## config.mk

```make
export PLATFORM = sky130hd
export DESIGN_NAME = rc_byte_emitter
export DESIGN_NICKNAME = d
export VERILOG_FILES = /design/src/rtl/lzma_rc_pkg.sv /design/src/rtl/rc_byte_emitter.sv
export SDC_FILE = /design/constraint.sdc
export NUM_CORES = 1
export LEC_CHECK = 0
export ABC_AREA = 1
export BUFFER_PORTS_ARGS = -buffer_cell sky130_fd_sc_hd__buf_2
export CORE_ASPECT_RATIO = 1.1
export CORE_MARGIN = 10
export CORE_UTILIZATION = 55
export DETAILED_ROUTE_END_ITERATION = 8
export GPL_ROUTABILITY_DRIVEN = 0
export PLACE_DENSITY = 0.76
export SLEW_MARGIN = 10
export SYNTH_ARGS = -nofsm -noshare
export SYNTH_HDL_FRONTEND = slang
export SYNTH_SLANG_ARGS = --single-unit
```

## constraint.sdc

```tcl
create_clock -name clk -period 1.8 [get_ports clk]
set_clock_uncertainty 0.2 [all_clocks]
set_input_delay 0.09 -clock clk [delete_from_list [all_inputs] [get_ports clk]]
set_output_delay 0.09 -clock clk [all_outputs]
set_load 0.005 [all_outputs]
```

## src/rtl/lzma_rc_pkg.sv

```systemverilog
// Shared types and constants for the LZMA range-coder output stage.
// Used by rc_byte_emitter (optional RC_LEADING_ZERO_EN build macro lives there).
package lzma_rc_pkg;

    typedef enum logic [1:0] {
        ST_IDLE,
        ST_CACHE,
        ST_RUN,
        ST_TAIL
    } rc_state_e;

    localparam logic [7:0] RC_FF_BYTE = 8'hFF;

    // A pending 0xFF byte becomes 0x00 when a carry ripples through it.
    function automatic logic [7:0] run_byte(input logic carry);
        return carry ? 8'h00 : RC_FF_BYTE;
    endfunction

endpackage

```

## src/rtl/rc_byte_emitter.sv

```systemverilog
// Range-coder carry resolution: holds one cache byte plus a count of pending 0xFF bytes.
// Build macro RC_LEADING_ZERO_EN makes every stream start with the standard 0x00 byte.
module rc_byte_emitter
    import lzma_rc_pkg::*;
#(
    parameter int CW = 16
) (
    input  logic       clk,
    input  logic       rstn,
    output logic       i_rdy,
    input  logic       i_en,
    input  logic [7:0] i_byte,
    input  logic       i_carry,
    input  logic       i_last,
    input  logic       o_rdy,
    output logic       o_en,
    output logic [7:0] o_data,
    output logic       o_last,
    output logic       o_err
);

`ifdef RC_LEADING_ZERO_EN
    localparam logic INIT_HAVE_CACHE = 1'b1;
`else
    localparam logic INIT_HAVE_CACHE = 1'b0;
`endif
    localparam logic [7:0] INIT_CACHE = 8'h00;

    rc_state_e     state, state_n;
    logic [7:0]    cache, cache_n;
    logic          have_cache, have_cache_n;
    logic [CW-1:0] ff_cnt, ff_cnt_n;
    logic [CW-1:0] run_left, run_left_n;
    logic [7:0]    new_byte, new_byte_n;
    logic          carry_q, carry_q_n;
    logic          last_q, last_q_n;
    logic          o_en_n, o_last_n, o_err_n;
    logic [7:0]    o_data_n;
    logic          handshake;
    logic          do_exit;
    logic          absorb;

    assign i_rdy     = (state == ST_IDLE);
    assign handshake = o_en & o_rdy;
    assign absorb    = (i_byte == RC_FF_BYTE) & ~i_carry & ~i_last;

    always_ff @(posedge clk) begin
        if (!rstn) begin
            state      <= ST_IDLE;
            cache      <= INIT_CACHE;
            have_cache <= INIT_HAVE_CACHE;
            ff_cnt     <= '0;
            run_left   <= '0;
            new_byte   <= 8'h00;
            carry_q    <= 1'b0;
            last_q     <= 1'b0;
            o_en       <= 1'b0;
            o_data     <= 8'h00;
            o_last     <= 1'b0;
            o_err      <= 1'b0;
        end else begin
            state      <= state_n;
            cache      <= cache_n;
            have_cache <= have_cache_n;
            ff_cnt     <= ff_cnt_n;
            run_left   <= run_left_n;
            new_byte   <= new_byte_n;
            carry_q    <= carry_q_n;
            last_q     <= last_q_n;
            o_en       <= o_en_n;
            o_data     <= o_data_n;
            o_last     <= o_last_n;
            o_err      <= o_err_n;
        end
    end

    // The output registers always hold the byte being presented, so each
    // transition loads the byte for the state being entered.
    always_comb begin
        state_n      = state;
        cache_n      = cache;
        have_cache_n = have_cache;
        ff_cnt_n     = ff_cnt;
        run_left_n   = run_left;
        new_byte_n   = new_byte;
        carry_q_n    = carry_q;
        last_q_n     = last_q;
        o_en_n       = o_en;
        o_data_n     = o_data;
        o_last_n     = o_last;
        o_err_n      = o_err;
        do_exit      = 1'b0;

        case (state)
            ST_IDLE: begin
                if (i_en) begin
                    if (absorb) begin
                        if (&ff_cnt) begin
                            o_err_n = 1'b1;
                        end else begin
                            ff_cnt_n = ff_cnt + CW'(1);
                        end
                    end else begin
                        new_byte_n = i_byte;
                        last_q_n   = i_last;
                        run_left_n = ff_cnt;
                        ff_cnt_n   = '0;
                        carry_q_n  = i_carry & have_cache;
                        if (i_carry & ~have_cache) begin
                            o_err_n = 1'b1;
                        end
                        if (have_cache) begin
                            state_n  = ST_CACHE;
                            o_en_n   = 1'b1;
                            o_data_n = cache + {7'b0, i_carry};
                            o_last_n = 1'b0;
                        end else if (ff_cnt != '0) begin
                            state_n  = ST_RUN;
                            o_en_n   = 1'b1;
                            o_data_n = run_byte(1'b0);
                            o_last_n = 1'b0;
                        end else begin
                            do_exit = 1'b1;
                        end
                    end
                end
            end

            ST_CACHE: begin
                if (handshake) begin
                    if (run_left != '0) begin
                        state_n  = ST_RUN;
                        o_data_n = run_byte(carry_q);
                    end else begin
                        do_exit = 1'b1;
                    end
                end
            end

            ST_RUN: begin
                if (handshake) begin
                    run_left_n = run_left - CW'(1);
                    if (run_left == CW'(1)) begin
                        do_exit = 1'b1;
                    end
                end
            end

            ST_TAIL: begin
                if (handshake) begin
                    state_n      = ST_IDLE;
                    cache_n      = INIT_CACHE;
                    have_cache_n = INIT_HAVE_CACHE;
                    ff_cnt_n     = '0;
                    o_en_n       = 1'b0;
                    o_last_n     = 1'b0;
                end
            end

            default: begin
                state_n = ST_IDLE;
                o_en_n  = 1'b0;
            end
        endcase

        // Shared exit step: either park the new byte as the cache or flush it as the tail.
        if (do_exit) begin
            if (last_q_n) begin
                state_n  = ST_TAIL;
                o_en_n   = 1'b1;
                o_data_n = new_byte_n;
                o_last_n = 1'b1;
            end else begin
                state_n      = ST_IDLE;
                cache_n      = new_byte_n;
                have_cache_n = 1'b1;
                o_en_n       = 1'b0;
                o_last_n     = 1'b0;
            end
        end
    end

endmodule

```

==> summary.md, run 1 <==
| Metric | Value |
|---|---|
| Startpoint types | flop |
| Synth warnings | 0 |
| DR WL/cell | between 15 and 20 µm |
| Outcome | finished, violations left |
| Psw | 4.16 mW |
| Max Root-Sink Buffers | 2 |
| Cell repeated most along the worst path | nand2_1 |
| # rows | 33 |
| Failing checks | setup timing |
| Hold Fails Final Rpt | 0 |
| DRT Wirelength | 16.9 mm |
| Total gr overflow | 0 |
| Initial antenna violation count | 0 |
| Net count reported at finish | 854 |
| Sw frac | 46.9% |
| Ys async rst share | 0% |
| Lkg Pwr | 2.88 nW |
| Sequential power share | 22.1% |
| RSZ-0062 raised after global routing | true |
| Post-Synthesis Cells | roughly 680 |
| Critical Path AT | 2.13 ns |
| Fin worst setup slack | -0.219 ns |
| Util after Layout | 83.4% |
| MaxCap Viol Count | 0 |
| Hold Crit Class | in -> reg |
| Slew Limit Headroom | between 70% and 80% |
| Power Internal | between 4 and 5 mW |
| Vias in the first global route | approximately 5200 |
| Die Width | 103 µm |
| Clock Root Buffer | clkbuf_8 |
| Final setup fails | 38 |
| Inst Count DP | 882 |
| Critical Path Fanout Max | 6 |
| Yosys top cell by area | dfxtp_1 |
| IO Port Bufs | 25 |
| Clock slew at reported path FFs | 0.08 ns |
| Synth cell types | 37 |
| Combinational share of power | 64.9% |
| Antenna Nets Post-Route | 0 |
| Pre-antenna DRT Iters | 7 |
| Power density over the cells | ~1400 mW/mm² |
| Placement Cell Area | 0.00523 mm² |
| Clk_lat worst skew | 0.36 ns |
| Synth Flop Type | dfxtp_1 |
| Top delay family on crit path | simple AND/OR/NAND/NOR gates |
| I/O Pins | 26 |
| Worst Setup Path Type | reg -> reg |
| N_diodes | 0 |
| Worst path slowest cell | dfxtp_2 |
| VDD IR-drop max | 0.00120 V |
| Area of the mapped netlist | 0.00419 mm² |
| Clock network power share | a little over an eighth |
| DR iter-0 viols | 600 |
| Bufs and invs on worst path | 2 |
| Via count | between 5000 and 6000 |
| Num CTS Buffers | 9 |
| Syn_nets | 700 |
| EDFF count, synth | 0 |
| First-pass GRT wire length | 23.6 mm |
| Core area | 0.00743 mm² |
| Clk sink count | 64 |
| Die Ht | 112 µm |
| Max Slew Vio Count | 0 |
| Slowest stage delay, CP | roughly 0.34 ns |
| CTS tree | done |
| Timing-limited maximum frequency | 495 MHz |
| Area delta synth->final | 48.0% |
| Fill count | 397 |
| GRT Overall Usage | 25.0% |
| Tightest Pin Transition | 0.432 ns |
| Die area | 0.0115 mm² |
| CP Cell Sequence | inv_4 -> ha_1 -> nand2_1 -> nor2_1 -> nand2_1 -> nand2_1 -> nand3_4 -> nand2_4 -> buf_6 -> nand2_4 -> nor2_4 -> nand2_1 -> nand2_1 |
| Number of H-tree levels | 3 |
| Post-Layout Inst Area | 0.00620 mm² |
| Tmin final | between 2 and 2.5 ns |
| Top cell type's share of synthesized area | 30.6% |
| Area contributors post-synth | dfxtp_1 31%, nand2_1 17%, nor2_1 8.6% |
| Vias/cell | 6.09 |
| Layout cell share with drive strength beyond 1 | 39.3% |
| DP HPWL | 10.0 mm |
| Initial Utilization | a little under three fifths |
| Most common cell in the synthesized netlist | nand2_1 |
| Crit share post-route | 112% |
| Largest net degree at the start of global routing | 28 |
| Layout Cells excl Fill | 921 |
| # DRC | 0 |
| Commonest cells post-synth | 194 x nand2_1, 96 x nor2_1, 76 x inv_1 |
| Syn_area_per_cell | 6.20 µm² |
| Setup crit end kind | flop |
| Register bit total from synthesis | 64 |
| Seq/Total Area, Yosys | 30.6% |
| CP required | about 1.9 ns |
-- layout make-up --
type	instances	area [µm²]	share of cell area (%)
multi-input combinational	511	3010	48.6
tap	87	109	1.76
clock buffer	9	124	2.00
clock inverter	7	46.3	0.747
inverter	77	309	4.99
sequential	64	1310	21.1
timing repair buffer	166	1290	20.8
-- repair_timing --
item                                   in CTS  in global routing
buffers inserted                           12                  3
hold buffers                                9                  0
endpoints found under the hold margin      19                  0
gates cloned                                1                  0
setup endpoints to repair                  53                 55
pin swaps                                  32                 35
gates resized for setup                    82                115
-- flip-flops by register name, summed over array words and instances, names as in the netlist --
name,flops
state,2
o_data,8
o_err,1
o_en,1
new_byte,8
last_q,1
cache,8
have_cache,1
o_last,1
run_left,16
carry_q,1
ff_cnt,16
-- layout by cell type (no fill, tap or decap), drive strengths merged, types with 3 or more instances in the layout --
cell type	Yosys	final
inv	77	79
dfxtp	64	64
ha	11	11
a21oi	46	46
xnor2	3	3
nor2	101	101
nand3	48	48
clkinv	0	4
nor3	13	13
nand2	202	202
xor2	6	6
nand4	16	16
nand3b	7	7
o21ai	41	41
dlygate4sd3	0	9
clkbuf	12	9
o211ai	6	6
nor4	4	4
buf	11	157
-- path summary, 6_finish.rpt --
path | from | end | slack (ns) | depth (start not counted)
worst max register to register | run_left[1] | cache[1] | -0.22 | 13
worst min-delay path | i_byte[7] | new_byte[7] | 0.03 | 4
worst min register to register | o_err | o_err | 0.27 | 2
worst max-delay path | run_left[1] | cache[1] | -0.22 | 13
-- cells by family after synthesis --
| family | Yosys count | share of synthesized area [%] |
|---|---|---|
| buf+inv | 100 | 10.0 |
| simple gates | 393 | 41.0 |
| flops | 64 | 30.6 |
| fa+ha+maj | 11 | 3.29 |
| xor+xnor | 9 | 1.88 |
| compound gates | 98 | 13.2 |
-- through the flow --
stage	hold WS (ns)	setup TNS (ns)	worst slack (ns)	power, mW
final	0.0257	-4.55	-0.219	8.87
after detailed placement	0.255	-7.11	-0.254	6.09
after floorplan	0.0500	-0.246	-0.0234	4.40
after global placement	0.251	-5.34	-0.223	5.97
after CTS	0.0390	-0.941	-0.0662	7.89
after global routing	0.0804	-8.09	-0.331	9.36
-- worst register-to-register path, stage by stage, from the launching register on --
cell,delay [ns]
dfxtp_2,0.34
inv_4,0.08
ha_1,0.18
nand2_1,0.08
nor2_1,0.10
nand2_1,0.07
nand2_1,0.14
nand3_4,0.12
nand2_4,0.10
buf_6,0.11
nand2_4,0.07
nor2_4,0.19
nand2_1,0.10
nand2_1,0.08
-- power groups by stage --
stage / Sequential, mW / Clock [mW] / Combinational, mW
final: 1.96 / 1.15 / 5.75
after CTS: 1.93 / 1.13 / 4.83
after detailed placement: 1.92 / 0 / 4.17
after global placement: 1.91 / 0 / 4.06
after floorplan: 1.91 / 0 / 2.48
after global routing: 1.99 / 1.20 / 6.16
-- layer usage --
layer  GRT usage, %  vias up  routed length [µm]
met5              0        -                   0
met4           16.2        0                1470
met3           3.65      152                1400
met2           44.5      416                8140
met1           26.3     2568                5840
li1               -     2473                   -
Note: power is estimated with default switching activity, not from simulation.
==> run 2: changes to the inputs <==
--- a/config.mk
+++ b/config.mk
@@ -14,4 +14,5 @@
 export GPL_ROUTABILITY_DRIVEN = 0
 export PLACE_DENSITY = 0.76
+export SKIP_LAST_GASP = 1
 export SLEW_MARGIN = 10
 export SYNTH_ARGS = -nofsm -noshare
==> constraint.sdc (replaced) <==
create_clock -name clk -period 1.8 [get_ports clk]
set_clock_uncertainty 0.2 [all_clocks]
set_input_delay 0.18 -clock clk [delete_from_list [all_inputs] [get_ports clk]]
set_output_delay 0.18 -clock clk [all_outputs]
set_load 0.005 [all_outputs]
==> run 2 against run 1 <==
Against the previous run: the flow still finishes with violations (setup timing); critical path depth is 2 lower; routed wire length is 11% higher; power is 7.7% higher; count of clock-buffer cells in the layout is 1 higher; cell count is 0.54% lower; highest routed layer unchanged.
==> summary.md, run 2 (same netlist as run 1, synthesis figures left out) <==
| Metric | Value |
|---|---|
| Outcome | finished, violations left |
| Failing checks | setup timing |
| Bufs and invs on worst path | 2 |
| DP HPWL | between 9 and 10 mm |
| Pre-antenna DRT Iters | 6 |
| Max Root-Sink Buffers | 2 |
| Antenna Nets Post-Route | 0 |
| Most common cell after layout, fill and taps aside | nand2_1 |
| Max Slew Vio Count | 0 |
| First-pass GRT wire length | between 20 and 25 mm |
| Via count | 5743 |
| Core area | 0.00743 mm² |
| N_diodes | 0 |
| Hold WS | 0.0469 ns |
| DR WL/cell | 20.4 µm |
| Critical Path Fanout Max | 13 |
| Largest net degree at the start of global routing | 28 |
| Area delta synth->final | 50.1% |
| Timing-limited maximum frequency | 451 MHz |
| Hold Fails Final Rpt | 0 |
| # rows | 33 |
| Die Width | approximately 100 µm |
| Setup crit end kind | flop |
| Net count reported at finish | 849 |
| DR iter-0 viols | 689 |
| Post-Layout Inst Area | roughly 0.0063 mm² |
| Die Ht | about 110 µm |
| Initial antenna violation count | 0 |
| Worst Setup Path Type | reg -> reg |
| Fill count | 396 |
| CP required | 1.87 ns |
| Top Registers | ff_cnt (16), run_left (16) |
| Total gr overflow | 0 |
| Final setup fails | 47 |
| RSZ-0062 raised after global routing | true |
| Multi-input gate area | 0.00306 mm² |
| I/O Pins | 26 |
| IO Port Bufs | 25 |
| CTS tree | done |
| # DRC | 0 |
| Worst path slowest cell | dfxtp_4 |
| Crit share post-route | 123% |
| Slew Limit Headroom | 56.3% |
| Clock slew at reported path FFs | 0.09 ns |
| Tmin final | 2.22 ns |
| Vias in the first global route | 5146 |
| Layout cell share with drive strength beyond 1 | roughly two fifths |
| Critical Path AT | 2.29 ns |
| Most frequent cells in the layout | 154 x nand2_1, 105 x buf_4, 79 x nor2_1, 59 x inv_1, 54 x dfxtp_1 |
| Slowest stage delay, CP | between 0.3 and 0.4 ns |
| Clk_lat worst skew | 0.38 ns |
| Placement Cell Area | 0.00516 mm² |
| Initial Utilization | between 50% and 60% |
| Final setup TNS | -11.31 ns |
| GRT Overall Usage | 25.6% |
| DRT Wirelength | 18.7 mm |
| Tightest Pin Transition | around 0.65 ns |
| Power density over the cells | 1520 mW/mm² |
| Number of H-tree levels | 3 |
| Fin worst setup slack | -0.420 ns |
| Num CTS Buffers | 9 |
| Clk sink count | 64 |
| CP Cell Sequence | ha_4 -> nand2_4 -> nor2_4 -> nand4_1 -> nor2_2 -> nand4_4 -> buf_12 -> nand2_8 -> inv_8 -> nand2_1 -> a21oi_2 |
| Lkg Pwr | 2.89 nW |
| MaxCap Viol Count | 0 |
| Hold Crit Class | in -> reg |
| Die area | 0.0115 mm² |
| Reg area | 0.00130 mm² |
| Clock Root Buffer | clkbuf_8 |
| Vias/cell | about 6.3 |
| VDD IR-drop max | 0.00117 V |
| Top delay family on crit path | simple AND/OR/NAND/NOR gates |
| Startpoint types | flop |
==> run 2: worst paths after layout <==
check | start | endpoint | slack, ns | cells past startpoint
worst max-delay path | ff_cnt[1] | ff_cnt[15] | -0.42 | 11
worst min-delay path | i_byte[4] | new_byte[4] | 0.05 | 4
worst max register to register | ff_cnt[1] | ff_cnt[15] | -0.42 | 11
worst min register to register | o_last | o_last | 0.30 | 2
==> run 2: through the flow <==
step | utilization, % | setup slack, ns | cells | total power, mW
global route | 84.6 | -0.569 | 916 | 9.99
detailed placement | 69.5 | -0.300 | 873 | 5.97
global placement | 69.5 | -0.258 | 873 | 5.83
finish | 84.6 | -0.420 | 916 | 9.55
floorplan | - | -0.0234 | 675 | 4.40
CTS | 77.2 | -0.0757 | 902 | 8.03
==> run 2: where the power goes <==
part / switching [mW] / leakage, nW / internal (mW)
registers: 0.231 / 0.526 / 1.72
clock network: 0.684 / 0.123 / 0.965
logic: 3.46 / 2.24 / 2.50
==> run 2: cell type report <==
cell class | instances | share of cell area, %
repair buffers | 158 | 20.1
multi-input cells | 514 | 48.6
inverters | 77 | 4.88
clock buffers | 10 | 2.19
clock inverters | 6 | 1.83
flip-flops and latches | 64 | 20.6
well taps | 87 | 1.73
==> run 2: repair_timing <==
action                                 in CTS  in global routing
pin swaps                                  30                 48
endpoints found under the hold margin      10                  0
setup buffers                               6                 12
setup endpoints to repair                  55                 56
gates cloned                                2                  3
hold buffers                                5                  0
resized for setup                          78                121
==> run 2: routing by layer <==
layer | global-route usage [%] | wire, µm | vias up
met3 | 4.76 | 1850 | 194
met4 | 19.9 | 1860 | 0
met2 | 43.6 | 8860 | 515
met5 | 0 | 0 | -
li1 | - | - | 2479
met1 | 26.7 | 6130 | 2555
==> run 2: tightest hold or removal path: stages <==
cell	delay [ns]
buf_2	0.11
o21ai_1	0.12
buf_4	0.13
nor2_1	0.05
